===== src/rtl/wb_ctrl_pkg.sv =====
// Shared defines for the writeback controller: register-file bus widths,
// the zero register, the write-enable level and the LSU response FIFO entry.
package wb_ctrl_pkg;

    localparam int unsigned RegAddrBus  = 5;
    localparam int unsigned RegBus      = 32;
    localparam int unsigned NumRegs     = 2 ** RegAddrBus;
    localparam int unsigned WbFifoDepth = 2;

    localparam logic [RegAddrBus-1:0] ZeroReg     = '0;
    localparam logic                  WriteEnable = 1'b1;

    // One buffered load response: destination register and its data (37 bits).
    typedef struct packed {
        logic [RegAddrBus-1:0] rd;
        logic [RegBus-1:0]     data;
    } wb_entry_t;

endpackage


===== src/rtl/wb_ctrl_if.sv =====
// Pipeline-facing bundle of the writeback controller: EX/LSU result handshakes,
// load-issue scoreboard port, ID source lookups and the regfile write port.
interface wb_ctrl_if;
    import wb_ctrl_pkg::*;

    logic                  alu_valid_i;
    logic                  alu_ready_o;
    logic [RegAddrBus-1:0] alu_rd_addr_i;
    logic [RegBus-1:0]     alu_rd_data_i;

    logic                  lsu_valid_i;
    logic                  lsu_ready_o;
    logic [RegAddrBus-1:0] lsu_rd_addr_i;
    logic [RegBus-1:0]     lsu_rd_data_i;

    logic                  issue_valid_i;
    logic [RegAddrBus-1:0] issue_rd_addr_i;

    logic [RegAddrBus-1:0] rs1_addr_i;
    logic [RegAddrBus-1:0] rs2_addr_i;
    logic                  rs1_busy_o;
    logic                  rs2_busy_o;
    logic                  rs1_fwd_o;
    logic                  rs2_fwd_o;
    logic [RegBus-1:0]     rs1_fwd_data_o;
    logic [RegBus-1:0]     rs2_fwd_data_o;

    logic                  wen;
    logic [RegAddrBus-1:0] wr_addr_o;
    logic [RegBus-1:0]     wr_data_o;

    // Pipeline side: produces results, issues loads, looks up sources.
    modport master (
        output alu_valid_i, alu_rd_addr_i, alu_rd_data_i,
        output lsu_valid_i, lsu_rd_addr_i, lsu_rd_data_i,
        output issue_valid_i, issue_rd_addr_i, rs1_addr_i, rs2_addr_i,
        input  alu_ready_o, lsu_ready_o,
        input  rs1_busy_o, rs2_busy_o, rs1_fwd_o, rs2_fwd_o,
        input  rs1_fwd_data_o, rs2_fwd_data_o,
        input  wen, wr_addr_o, wr_data_o
    );

    // Writeback controller side.
    modport slave (
        input  alu_valid_i, alu_rd_addr_i, alu_rd_data_i,
        input  lsu_valid_i, lsu_rd_addr_i, lsu_rd_data_i,
        input  issue_valid_i, issue_rd_addr_i, rs1_addr_i, rs2_addr_i,
        output alu_ready_o, lsu_ready_o,
        output rs1_busy_o, rs2_busy_o, rs1_fwd_o, rs2_fwd_o,
        output rs1_fwd_data_o, rs2_fwd_data_o,
        output wen, wr_addr_o, wr_data_o
    );

endinterface


===== src/rtl/wb_fifo.sv =====
// Two-entry synchronous FIFO buffering LSU load responses ahead of the
// regfile write port; push is ignored when full, pop is ignored when empty.
module wb_fifo
    import wb_ctrl_pkg::*;
(
    input  logic      clk,
    input  logic      rst,
    input  logic      push,
    input  wb_entry_t din,
    input  logic      pop,
    output wb_entry_t dout,
    output logic      full,
    output logic      empty
);

    localparam int unsigned PtrW = $clog2(WbFifoDepth);
    localparam int unsigned CntW = PtrW + 1;

    wb_entry_t       mem [WbFifoDepth];
    logic [PtrW-1:0] wr_ptr;
    logic [PtrW-1:0] rd_ptr;
    logic [CntW-1:0] count;
    logic            push_eff;
    logic            pop_eff;

    assign full     = (count == CntW'(WbFifoDepth));
    assign empty    = (count == '0);
    assign push_eff = push & ~full;
    assign pop_eff  = pop & ~empty;
    assign dout     = mem[rd_ptr];

    // Pointers wrap naturally because the depth is a power of two.
    always_ff @(posedge clk or posedge rst) begin
        if (rst) begin
            wr_ptr <= '0;
            rd_ptr <= '0;
            count  <= '0;
        end else begin
            if (push_eff) wr_ptr <= wr_ptr + PtrW'(1);
            if (pop_eff)  rd_ptr <= rd_ptr + PtrW'(1);
            case ({push_eff, pop_eff})
                2'b10:   count <= count + CntW'(1);
                2'b01:   count <= count - CntW'(1);
                default: ;
            endcase
        end
    end

    // Storage needs no reset: the cleared count makes stale entries unreachable.
    always_ff @(posedge clk) begin
        if (push_eff) mem[wr_ptr] <= din;
    end

endmodule


===== src/rtl/wb_ctrl.sv =====
// Writeback controller: arbitrates ALU results and buffered load responses onto
// the single regfile write port, tracks outstanding loads and exposes bypass.
module wb_ctrl
    import wb_ctrl_pkg::*;
(
    input  logic      clk,
    input  logic      rstn,
    wb_ctrl_if.slave  bus
);

    wb_entry_t             fifo_din;
    wb_entry_t             fifo_dout;
    wb_entry_t             sel;
    logic                  fifo_full;
    logic                  fifo_empty;
    logic                  fifo_push;
    logic                  fifo_pop;
    logic                  sel_valid;
    logic [NumRegs-1:0]    busy_q;
    logic [NumRegs-1:0]    busy_set;
    logic [NumRegs-1:0]    busy_clr;
    logic                  wen_q;
    logic [RegAddrBus-1:0] wr_addr_q;
    logic [RegBus-1:0]     wr_data_q;

    // Both producers stall only while the load buffer is full, and during reset.
    assign bus.lsu_ready_o = ~fifo_full & ~rstn;
    assign bus.alu_ready_o = ~fifo_full & ~rstn;

    assign fifo_push     = bus.lsu_valid_i & bus.lsu_ready_o;
    assign fifo_din.rd   = bus.lsu_rd_addr_i;
    assign fifo_din.data = bus.lsu_rd_data_i;

    wb_fifo u_fifo (
        .clk   (clk),
        .rst   (rstn),
        .push  (fifo_push),
        .din   (fifo_din),
        .pop   (fifo_pop),
        .dout  (fifo_dout),
        .full  (fifo_full),
        .empty (fifo_empty)
    );

    // Write-port arbitration: a full buffer drains first, otherwise ALU wins.
    always_comb begin
        fifo_pop  = 1'b0;
        sel_valid = 1'b0;
        sel       = '0;
        if (fifo_full) begin
            fifo_pop  = 1'b1;
            sel_valid = 1'b1;
            sel       = fifo_dout;
        end else if (bus.alu_valid_i) begin
            sel_valid = 1'b1;
            sel.rd    = bus.alu_rd_addr_i;
            sel.data  = bus.alu_rd_data_i;
        end else if (!fifo_empty) begin
            fifo_pop  = 1'b1;
            sel_valid = 1'b1;
            sel       = fifo_dout;
        end
    end

    // Set is applied after clear so a re-issue on the popping edge stays busy.
    always_comb begin
        busy_set = '0;
        busy_clr = '0;
        if (bus.issue_valid_i && (bus.issue_rd_addr_i != ZeroReg))
            busy_set = NumRegs'(1) << bus.issue_rd_addr_i;
        if (fifo_pop)
            busy_clr = NumRegs'(1) << fifo_dout.rd;
    end

    always_ff @(posedge clk or posedge rstn) begin
        if (rstn) busy_q <= '0;
        else      busy_q <= (busy_q & ~busy_clr) | busy_set;
    end

    // x0 results are consumed without a write; address/data hold when idle.
    always_ff @(posedge clk or posedge rstn) begin
        if (rstn) begin
            wen_q     <= ~WriteEnable;
            wr_addr_q <= '0;
            wr_data_q <= '0;
        end else begin
            wen_q <= ~WriteEnable;
            if (sel_valid && (sel.rd != ZeroReg)) begin
                wen_q     <= WriteEnable;
                wr_addr_q <= sel.rd;
                wr_data_q <= sel.data;
            end
        end
    end

    assign bus.wen       = wen_q;
    assign bus.wr_addr_o = wr_addr_q;
    assign bus.wr_data_o = wr_data_q;

    assign bus.rs1_busy_o = (bus.rs1_addr_i != ZeroReg) & busy_q[bus.rs1_addr_i];
    assign bus.rs2_busy_o = (bus.rs2_addr_i != ZeroReg) & busy_q[bus.rs2_addr_i];

    assign bus.rs1_fwd_o = (wen_q == WriteEnable) & (wr_addr_q == bus.rs1_addr_i)
                         & (bus.rs1_addr_i != ZeroReg);
    assign bus.rs2_fwd_o = (wen_q == WriteEnable) & (wr_addr_q == bus.rs2_addr_i)
                         & (bus.rs2_addr_i != ZeroReg);

    assign bus.rs1_fwd_data_o = bus.rs1_fwd_o ? wr_data_q : '0;
    assign bus.rs2_fwd_data_o = bus.rs2_fwd_o ? wr_data_q : '0;

endmodule


===== src/flat_wrapper.sv =====
// flat-port wrapper written by rule: the top's interface ports become plain ports
module wb_ctrl_flat import wb_ctrl_pkg::*;
  (clk, rstn, bus_alu_valid_i, bus_alu_rd_addr_i, bus_alu_rd_data_i, bus_lsu_valid_i, bus_lsu_rd_addr_i, bus_lsu_rd_data_i, bus_issue_valid_i, bus_issue_rd_addr_i, bus_rs1_addr_i, bus_rs2_addr_i, bus_alu_ready_o, bus_lsu_ready_o, bus_rs1_busy_o, bus_rs2_busy_o, bus_rs1_fwd_o, bus_rs2_fwd_o, bus_rs1_fwd_data_o, bus_rs2_fwd_data_o, bus_wen, bus_wr_addr_o, bus_wr_data_o);
  wb_ctrl_if bus_i ();
  input  logic clk;
  input  logic rstn;
  input wire logic [$bits(bus_i.alu_valid_i)-1:0] bus_alu_valid_i;
  input wire logic [$bits(bus_i.alu_rd_addr_i)-1:0] bus_alu_rd_addr_i;
  input wire logic [$bits(bus_i.alu_rd_data_i)-1:0] bus_alu_rd_data_i;
  input wire logic [$bits(bus_i.lsu_valid_i)-1:0] bus_lsu_valid_i;
  input wire logic [$bits(bus_i.lsu_rd_addr_i)-1:0] bus_lsu_rd_addr_i;
  input wire logic [$bits(bus_i.lsu_rd_data_i)-1:0] bus_lsu_rd_data_i;
  input wire logic [$bits(bus_i.issue_valid_i)-1:0] bus_issue_valid_i;
  input wire logic [$bits(bus_i.issue_rd_addr_i)-1:0] bus_issue_rd_addr_i;
  input wire logic [$bits(bus_i.rs1_addr_i)-1:0] bus_rs1_addr_i;
  input wire logic [$bits(bus_i.rs2_addr_i)-1:0] bus_rs2_addr_i;
  output wire logic [$bits(bus_i.alu_ready_o)-1:0] bus_alu_ready_o;
  output wire logic [$bits(bus_i.lsu_ready_o)-1:0] bus_lsu_ready_o;
  output wire logic [$bits(bus_i.rs1_busy_o)-1:0] bus_rs1_busy_o;
  output wire logic [$bits(bus_i.rs2_busy_o)-1:0] bus_rs2_busy_o;
  output wire logic [$bits(bus_i.rs1_fwd_o)-1:0] bus_rs1_fwd_o;
  output wire logic [$bits(bus_i.rs2_fwd_o)-1:0] bus_rs2_fwd_o;
  output wire logic [$bits(bus_i.rs1_fwd_data_o)-1:0] bus_rs1_fwd_data_o;
  output wire logic [$bits(bus_i.rs2_fwd_data_o)-1:0] bus_rs2_fwd_data_o;
  output wire logic [$bits(bus_i.wen)-1:0] bus_wen;
  output wire logic [$bits(bus_i.wr_addr_o)-1:0] bus_wr_addr_o;
  output wire logic [$bits(bus_i.wr_data_o)-1:0] bus_wr_data_o;
  assign bus_i.alu_valid_i = bus_alu_valid_i;
  assign bus_i.alu_rd_addr_i = bus_alu_rd_addr_i;
  assign bus_i.alu_rd_data_i = bus_alu_rd_data_i;
  assign bus_i.lsu_valid_i = bus_lsu_valid_i;
  assign bus_i.lsu_rd_addr_i = bus_lsu_rd_addr_i;
  assign bus_i.lsu_rd_data_i = bus_lsu_rd_data_i;
  assign bus_i.issue_valid_i = bus_issue_valid_i;
  assign bus_i.issue_rd_addr_i = bus_issue_rd_addr_i;
  assign bus_i.rs1_addr_i = bus_rs1_addr_i;
  assign bus_i.rs2_addr_i = bus_rs2_addr_i;
  assign bus_alu_ready_o = bus_i.alu_ready_o;
  assign bus_lsu_ready_o = bus_i.lsu_ready_o;
  assign bus_rs1_busy_o = bus_i.rs1_busy_o;
  assign bus_rs2_busy_o = bus_i.rs2_busy_o;
  assign bus_rs1_fwd_o = bus_i.rs1_fwd_o;
  assign bus_rs2_fwd_o = bus_i.rs2_fwd_o;
  assign bus_rs1_fwd_data_o = bus_i.rs1_fwd_data_o;
  assign bus_rs2_fwd_data_o = bus_i.rs2_fwd_data_o;
  assign bus_wen = bus_i.wen;
  assign bus_wr_addr_o = bus_i.wr_addr_o;
  assign bus_wr_data_o = bus_i.wr_data_o;
  wb_ctrl u_core (.clk(clk), .rstn(rstn), .bus(bus_i));
endmodule

===== config.mk =====
export PLATFORM = sky130hd
export DESIGN_NAME = wb_ctrl_flat
export DESIGN_NICKNAME = d
export VERILOG_FILES = /design/src/rtl/wb_ctrl_pkg.sv /design/src/rtl/wb_ctrl_if.sv /design/src/rtl/wb_fifo.sv /design/src/rtl/wb_ctrl.sv /design/src/flat_wrapper.sv
export SDC_FILE = /design/constraint.sdc
export NUM_CORES = 1
export LEC_CHECK = 0
export CAP_MARGIN = 40
export CORE_MARGIN = 4
export CORE_UTILIZATION = 25
export DETAILED_ROUTE_END_ITERATION = 8
export GPL_ROUTABILITY_DRIVEN = 0
export GPL_TIMING_DRIVEN = 1
export PLACE_DENSITY = 0.47
export SYNTH_ARGS = -nofsm -noshare
export SYNTH_HDL_FRONTEND = slang
export SYNTH_SLANG_ARGS = --single-unit

===== constraint.sdc =====
create_clock -name clk -period 3.8 [get_ports clk]
set_input_delay 0.38 -clock clk [delete_from_list [all_inputs] [get_ports clk]]
set_output_delay 0.38 -clock clk [all_outputs]
set_load 0.05 [all_outputs]

==> results of run 1 <==
[sequential cells by signal (all words and copies together), names as in the netlist]
| signal | cells |
|---|---|
| u_core.u_fifo.mem | 74 |
| u_core.bus.wr_data_o | 32 |
| u_core.busy_q | 32 |
| u_core.bus.wr_addr_o | 5 |
| u_core.u_fifo.count | 2 |
| u_core.bus.wen | 1 |
| u_core.u_fifo.rd_ptr | 1 |
| u_core.u_fifo.wr_ptr | 1 |
[area by class of cell]
class | instances | area, um^2 | area share (%)
clock buffers | 17 | 425 | 4.04
clock inverters | 15 | 161 | 1.53
inverters | 13 | 52.6 | 0.499
multi-input cells | 402 | 3020 | 28.7
flip-flops and latches | 148 | 4080 | 38.7
well taps | 384 | 480 | 4.56
repair buffers | 214 | 2320 | 22.0
[worst paths after layout]
check,slack (ps),start,cells after the start,to
worst max-delay path,440,bus_rs2_addr_i[0],7,bus_rs2_busy_o
worst min-delay path,520,bus_lsu_rd_data_i[14],1,u_core.u_fifo.mem[1][14]
worst max register to register,760,u_core.u_fifo.rd_ptr,6,u_core.bus.wr_data_o[2]
worst min register to register,540,u_core.busy_q[3],2,u_core.busy_q[3]
max in group asynchronous,2170,rstn,4,u_core.u_fifo.rd_ptr
min in group asynchronous,570,rstn,3,u_core.bus.wr_data_o[14]
[logic make-up (layout without fill, tap and decap cells)]
family,after synthesis,in the layout
and+or+nand+nor,166,166
adders and majority gates,1,1
buffers and inverters,47,259
AOI/OAI and AO/OA,130,130
xor gates and xnor gates,15,15
muxes,90,90
DFF,148,148
[power groups by stage]
stage	Combinational [mW]	Clock, mW	Sequential, mW
floorplan	1.96	0	3.21
global placement	3.68	0	2.84
detailed placement	3.70	0	2.82
CTS	3.71	1.71	2.80
global route	3.91	1.80	2.88
finish	3.66	1.66	2.79
[worst max-delay path: stages]
cell             delay, ps
clkdlybuf4s50_1        740
buf_4                  210
mux4_2                 490
mux2i_1                160
o221ai_1               140
o311a_1                150
clkdlybuf4s50_1        700
[synth_stat cells (all sizes together), types with 3 or more instances]
library cell	instances	area (um^2)
a21oi	31	155
o221ai	6	52.6
mux2	35	488
o22ai	3	18.8
clkbuf	19	71.3
nor2	36	135
mux4	14	315
xor2	3	26.3
nor3	3	15.0
xnor2	12	105
inv	13	48.8
dfrtp	74	1850
nand2b	4	35.0
a31oi	4	25.0
buf	15	115
nor2b	6	37.5
o21ai	68	340
nand3	7	35.0
and2	67	419
mux2i	41	414
and3	3	18.8
edfxtp	74	2220
a211oi	3	22.5
nand4	3	18.8
nand2	30	113
[per-stage QoR]
stage	hold WS [ps]	power [mW]	worst slack, ps
2_1_floorplan	471	5.17	415
3_3_place_gp	529	6.53	482
3_5_place_dp	525	6.52	422
4_1_cts	506	8.22	417
5_1_grt	500	8.58	363
6_report	522	8.11	439
[placed cells by master (no fill, tap or decap), types with 7 or more instances in the layout]
cell,count
xnor2_1,12
dfrtp_1,73
mux4_2,14
and2_1,67
mux2_4,25
buf_4,49
clkbuf_16,17
clkdlybuf4s50_1,135
nand3_1,7
nand2_1,29
inv_1,12
o21ai_0,68
buf_12,30
mux2i_1,40
a21oi_1,31
nor2_1,35
inv_8,7
mux2_2,10
edfxtp_1,74
[routing by layer]
metal | global-route usage, % | wire, um | vias up
met5 | 0 | 0 | -
met4 | 3.20 | 234 | 0
met3 | 5.86 | 1870 | 17
met2 | 22.3 | 10500 | 183
met1 | 17.9 | 9650 | 2601
li1 | - | - | 2581
==> results_dict.tcl, run 1 <==
set metrics [dict create \
    grt_remaining_overflow 0 \
    synth_ff_type "edfxtp_1" \
    finClkSkew_ps 18.7 \
    status "completed" \
    cp-start-kind "primary input" \
    clkPwrFrac_pct 20.5 \
    cts_root_buffer "clkbuf_16" \
    antenna_found_initial 0 \
    drtPass1Iterations 5 \
    cp-end-kind "output port" \
    peakVddDrop_mv 0.379 \
    muxShareOfSynthArea_pct 16.7 \
    grt_first_pass_wirelength_mm 33.6 \
    p_int_mw 4.64 \
    cellPowerDensity_nw_per_um2 770 \
    synthArstFlopShare_pct 50.0 \
    cts_made_buffers 17 \
    start_util_pct 25.4 \
    tns_ps 0 \
    clock.fmax_mhz 298 \
    fin_nets 891 \
    cp.required_ps 3420 \
    coreArea_um2 28800 \
    p_sw_mw 3.47 \
    pwr-share-seq_pct 34.4 \
    cp.arrival_ps 2980 \
    vias_per_cell 4.51 \
    synth_simple_gate_area_share_pct 12.1 \
    cts_setup_buffers 0 \
    nFillCells 2792 \
    rsz0062_at_grt "no" \
    grt_pass1_vias 5615 \
    die_area_um2 32000 \
    syn_to_final_growth_pct 44.3 \
    io_pins 202 \
    routed_wl_mm 22.3 \
    fin_util_pct 36.6 \
    clock_latency_ps 430 \
    synth-adder-area-share_pct 0.171 \
    worstSetupPathType "in -> out" \
    cap_violations 0 \
    syn-cell-area_um2 7300 \
    ys_ff_latch 148 \
    crit_fanout 8 \
    std_cell_rows 62 \
    routedWlPerCell_um 18.7 \
    slew_viol_final 0 \
    cts_max_level 4 \
    dp_hpwl_mm 16.7 \
    drc_errors 0 \
    synth-compound-area-share_pct 10.2 \
    synth_edf_count 74 \
    die-width_um 179 \
    grt_max_degree 57 \
    final_cells 1193 \
    p_comb_share_pct 45.1 \
    num_vias 5382 \
    worstHoldPathType "in -> reg" \
    max_slew_margin_pct 45.1 \
    synth_top_family_by_area "multiplexers" \
    period_needed_ps 3360 \
    grt_usage_pct 14.0 \
    cts_buffer_depth 2 \
    yosysWarnings 0 \
    drive_above_1_share_pct 21.4 \
    clkTransAtPathRegs_ps 70 \
    hold_violations 0 \
    syn_area_per_cell_um2 12.2 \
    worst_pin_slew_ps 824 \
    ys_types 51 \
    syn_inst 597 \
    leakage_nw 4.15 \
    first_iter_violations 292 \
    ctsHoldBuffers 0 \
    cts_tree "built" \
    sw_frac_of_total_pct 42.8 \
    antenna_left 0 \
    setup_viol 0 \
    die_y_um 179 \
    postCtsResizedCells 0 \
    yosys.area_share.xor_xnor_pct 1.80 \
    dp.cells 1161 \
    antenna_cells 0 \
    synthesis.nets 692 \
    numPortBuffers 201 \
    clock-sinks 148 \
    fin_crit_sh_pct 88.4 \
    placed_cell_area_um2 9950 \
    ys_seq_area_share_pct 55.8 \
    design_area_um2 10500 \
]
No activity file was read; power rests on OpenSTA's default activity.
==> run 2, diff against run 1 <==
Settings changed: CORE_UTILIZATION 25 to 49, PLACE_DENSITY 0.47 to 0.81.
==> results_dict.tcl, run 2 (same netlist as run 1, synthesis figures left out) <==
set metrics [dict create \
    final_common_cell "clkdlybuf4s50_1" \
    cts_buffer_depth 2 \
    io_pins 202 \
    start_util_pct 50.2 \
    die_y_um 130 \
    worst_pin_slew_ps 652 \
    antenna_found_initial 0 \
    cp.arrival_ps 3040 \
    cp-start-kind "primary input" \
    fin_nets 889 \
    cap_violations 0 \
    multi_input_area_um2 3020 \
    crit_fanout 10 \
    cp.required_ps 3420 \
    grt_first_pass_wirelength_mm 31.0 \
    placed_cell_area_um2 9690 \
    grt_usage_pct 24.0 \
    cts_made_buffers 17 \
    leakage_nw 4.16 \
    r2r_slack_ps 750 \
    postCtsResizedCells 0 \
    ctsHoldBuffers 0 \
    std_cell_rows 44 \
    syn_to_final_growth_pct 41.0 \
    worstHoldPathType "in -> async" \
    cp-end-kind "output port" \
    p_int_mw 4.87 \
    clkTransAtPathRegs_ps 60 \
    setup_viol 0 \
    drtPass1Iterations 5 \
    largest_reg_flops 74 \
    register_area_um2 4080 \
    rr_endpoint "u_core.bus.wr_data_o[4]" \
    fin_crit_sh_pct 89.9 \
    cts_setup_buffers 0 \
    fin_util_pct 70.8 \
    grt_max_degree 60 \
    sw_frac_of_total_pct 40.2 \
    drc_errors 0 \
    routedWlPerCell_um 19.9 \
    worstSetupPathType "in -> out" \
    rsz0062_at_grt "no" \
    hold_violations 0 \
    antenna_left 0 \
    clock-sinks 148 \
    vias_per_cell 5.70 \
    nFillCells 1005 \
    clock.fmax_mhz 293 \
    r2r-start "u_core.u_fifo.rd_ptr" \
    max_slew_margin_pct 56.5 \
    top_register "u_core.u_fifo.mem" \
    reg2regPathDepth 6 \
    drive_above_1_share_pct 20.7 \
    slew_viol_final 0 \
    numPortBuffers 201 \
    routed_wl_mm 19.8 \
    layout_common_cells "134 x clkdlybuf4s50_1, 74 x edfxtp_1, 73 x dfrtp_1" \
    antenna_cells 0 \
    p_sw_mw 3.27 \
    clkPwrFrac_pct 21.0 \
    p_comb_share_pct 46.0 \
    grt_pass1_vias 6017 \
    num_vias 5653 \
    pwr-share-seq_pct 32.9 \
    tns_ps 0 \
    cellPowerDensity_nw_per_um2 791 \
    cts_root_buffer "clkbuf_16" \
    die_area_um2 16900 \
    cts_tree "built" \
    clock_latency_ps 420 \
    peakVddDrop_mv 0.426 \
    die-width_um 130 \
    design_area_um2 10300 \
    finClkSkew_ps 8.07 \
    first_iter_violations 432 \
    grt_remaining_overflow 0 \
    cts_max_level 4 \
    status "completed" \
    coreArea_um2 14500 \
    period_needed_ps 3420 \
    dp_hpwl_mm 14.5 \
]
## run 2: changes by cell type in the layout (fill, tap and decap cells not counted), moves of 2 or more
cell and delta:
clkinvlp_4 -2, bufinv_16 +4, clkinv_1 +3, inv_8 -7, clkinv_8 -2, clkinv_2 +4
clkbuf_1 +2, inv_6 -3
## run 2: routing by layer
layer | track usage [%] | vias to the layer above | share of wire, %
met4 | 9.54 | 0 | 2.3
met2 | 42.1 | 264 | 52
met5 | 0 | - | 0
li1 | - | 2565 | -
met1 | 26.8 | 2784 | 37
met3 | 8.27 | 40 | 8.2
## run 2: cell type report
| cell class | count | area share [%] |
|---|---|---|
| flip-flops and latches | 148 | 39.6 |
| multi-input cells | 402 | 29.3 |
| repair buffers | 212 | 22.4 |
| clock buffers | 20 | 4.34 |
| well taps | 184 | 2.24 |
| clock inverters | 12 | 1.56 |
| inverters | 13 | 0.511 |
## run 2: worst max-delay path by stage
stage	startpoint	end	slack, ps
floorplan	rstn	u_core.u_fifo.mem[0][0]	420
global placement	bus_rs2_addr_i[0]	bus_rs2_busy_o	430
detailed placement	bus_rs2_addr_i[0]	bus_rs2_busy_o	370
CTS	bus_rs2_addr_i[0]	bus_rs2_busy_o	350
global route	bus_rs2_addr_i[0]	bus_rs2_busy_o	280
finish	bus_rs2_addr_i[0]	bus_rs2_busy_o	380
## run 2: stage by stage
| stage | worst slack [ps] | std cells | power, mW | hold WS [ps] |
|---|---|---|---|---|
| 2_1_floorplan | 415 | 597 | 5.17 | 471 |
| 3_3_place_gp | 428 | 957 | 6.28 | 517 |
| 3_5_place_dp | 369 | 959 | 6.43 | 535 |
| 4_1_cts | 353 | 991 | 8.17 | 391 |
| 5_1_grt | 275 | 991 | 8.51 | 405 |
| 6_report | 383 | 991 | 8.14 | 383 |
## run 2: power by group through the flow
stage                     Combinational, mW  Sequential, mW  Clock (mW)
after global placement                 3.62            2.66           0
after floorplan                        1.96            3.21           0
after global routing                   3.96            2.74        1.80
final                                  3.75            2.68        1.71
after CTS                              3.77            2.67        1.73
after detailed placement               3.74            2.68           0
## run 2: worst max-delay path, cell delays in order
cell and delay [ps]:
clkdlybuf4s50_1 820, mux4_2 570, mux2_2 270, o311a_1 290, clkdlybuf4s50_1 700
==> run 3, diff against run 2 <==
Settings changed: PLACE_DENSITY 0.81 to 0.89.
==> results_dict.tcl, run 3 (same netlist as run 1, synthesis figures left out) <==
set metrics [dict create \
    die_area_um2 16900 \
    period_needed_ps 3420 \
    std_cell_rows 44 \
    cp.required_ps 3420 \
    grt-busiest-layer "met2" \
    rsz0062_at_grt "no" \
    fin_util_pct 70.6 \
    antenna_found_initial 0 \
    start_util_pct 50.2 \
    cts_buffer_depth 2 \
    status "completed" \
    fin_nets 888 \
    cp.arrival_ps 3040 \
    max_slew_margin_pct 47.5 \
    io_pins 202 \
    clock.fmax_mhz 292 \
    crit_fanout 10 \
    clock_latency_ps 420 \
    clkTransAtPathRegs_ps 60 \
    grt_remaining_overflow 0 \
    cts_root_buffer "clkbuf_16" \
    cpPeakStageDelay_ps 820 \
    design_area_um2 10300 \
    routedWlPerCell_um 21.6 \
    peakVddDrop_mv 0.550 \
    cp-start-kind "primary input" \
    grt.met1_usage_pct 29.7 \
    hold_violations 0 \
    grt_usage_pct 25.8 \
    use_met2_pct 45.1 \
    setup_viol 0 \
    layout_common_cells "134 x clkdlybuf4s50_1, 74 x edfxtp_1, 73 x dfrtp_1" \
    leakage_nw 4.15 \
    cp_common_cell "clkdlybuf4s50_1" \
    grt_pass1_vias 6281 \
    coreArea_um2 14500 \
    r2r-start "u_core.u_fifo.rd_ptr" \
    grt_first_pass_wirelength_mm 33.1 \
    r2r_slack_ps 780 \
    worstPathCellList "clkdlybuf4s50_1 > mux4_2 > mux2_2 > o311a_1 > clkdlybuf4s50_1" \
    num_vias 5848 \
    die-width_um 130 \
    top_register "u_core.u_fifo.mem" \
    crit_slowest_cell "clkdlybuf4s50_1" \
    ctsHoldBuffers 0 \
    slew_viol_final 0 \
    vias_per_cell 5.91 \
    drive_above_1_share_pct 20.8 \
    met3_usage_pct 7.78 \
    cts_setup_buffers 0 \
    cts_tree "built" \
    reg2regPathDepth 6 \
    final_common_cell "clkdlybuf4s50_1" \
    cap_violations 0 \
    crit_buf_inv 2 \
    clock-sinks 148 \
    drtPass1Iterations 5 \
    worstHoldPathType "in -> async" \
    drc_errors 0 \
    largest_reg_flops 74 \
    cp_top_family "buffers and inverters" \
    fin_crit_sh_pct 90.1 \
    antenna_cells 0 \
    dp_hpwl_mm 15.3 \
    finClkSkew_ps 6.01 \
    numPortBuffers 201 \
    worst_pin_slew_ps 787 \
    antenna_left 0 \
    cts_made_buffers 17 \
    tns_ps 0 \
    syn_to_final_growth_pct 40.6 \
    cellPowerDensity_nw_per_um2 792 \
    cts_max_level 4 \
    rr_endpoint "u_core.bus.wr_data_o[10]" \
    placed_cell_area_um2 9680 \
    first_iter_violations 618 \
    routed_wl_mm 21.4 \
    grt_max_degree 54 \
    cp-end-kind "output port" \
    postCtsResizedCells 0 \
    worstSetupPathType "in -> out" \
    die_y_um 130 \
]
-- run 3: cell types whose count changed in the layout (fill, tap and decap cells not counted) --
cell and delta:
clkinv_4 -1, clkinv_2 +1, buf_4 -1, clkbuf_1 -2
inv_4 +1, clkbuf_8 +2, bufinv_16 -4, clkbuf_16 +3
-- run 3: cell type report --
cell class / count / area [um^2]
Clock inverter: 9 / 42.5
Inverter: 13 / 52.6
Clock buffer: 23 / 542
Fill cell: 971 / 4270
Timing Repair Buffer: 211 / 2300
Multi-Input combinational cell: 402 / 3020
Sequential cell: 148 / 4080
Tap cell: 184 / 230
-- run 3: metal layers --
layer  vias up  share of wire (%)
met5         -                  0
met4         0                2.7
met3        57                8.7
met2       350                 52
met1      2878                 37
li1       2563                  -
-- run 3: worst max path at each step --
stage / start / endpoint / slack, ps / cells after the start
finish: bus_rs2_addr_i[0] / bus_rs2_busy_o / 380 / 5
global route: bus_rs2_addr_i[0] / bus_rs2_busy_o / 250 / 5
CTS: bus_rs2_addr_i[0] / bus_rs2_busy_o / 360 / 5
detailed placement: bus_rs2_addr_i[0] / bus_rs2_busy_o / 370 / 5
global placement: bus_rs2_addr_i[0] / bus_rs2_busy_o / 430 / 5
floorplan: rstn / u_core.u_fifo.mem[0][0] / 420 / 4
-- run 3: power breakdown --
group | switching (mW) | internal, mW
clock network | 0.629 | 0.992
registers | 0.538 | 2.20
logic | 2.21 | 1.56
total | 3.38 | 4.75
-- run 3: worst reg2reg max path, stage by stage (launching register included) --
cell and delay, ps:
dfrtp_2 670, mux2i_2 360, a21boi_2 250, o22ai_1 160, or4b_2 860, buf_12 280, mux2_4 330
-- run 3: stage by stage --
stage | power (mW) | hold WS (ps) | setup WS, ps | instances
4_1_cts | 8.13 | 434 | 357 | 990
2_1_floorplan | 5.17 | 471 | 415 | 597
6_report | 8.13 | 411 | 377 | 990
5_1_grt | 8.47 | 455 | 248 | 990
3_5_place_dp | 6.48 | 522 | 366 | 958
3_3_place_gp | 6.28 | 511 | 433 | 957
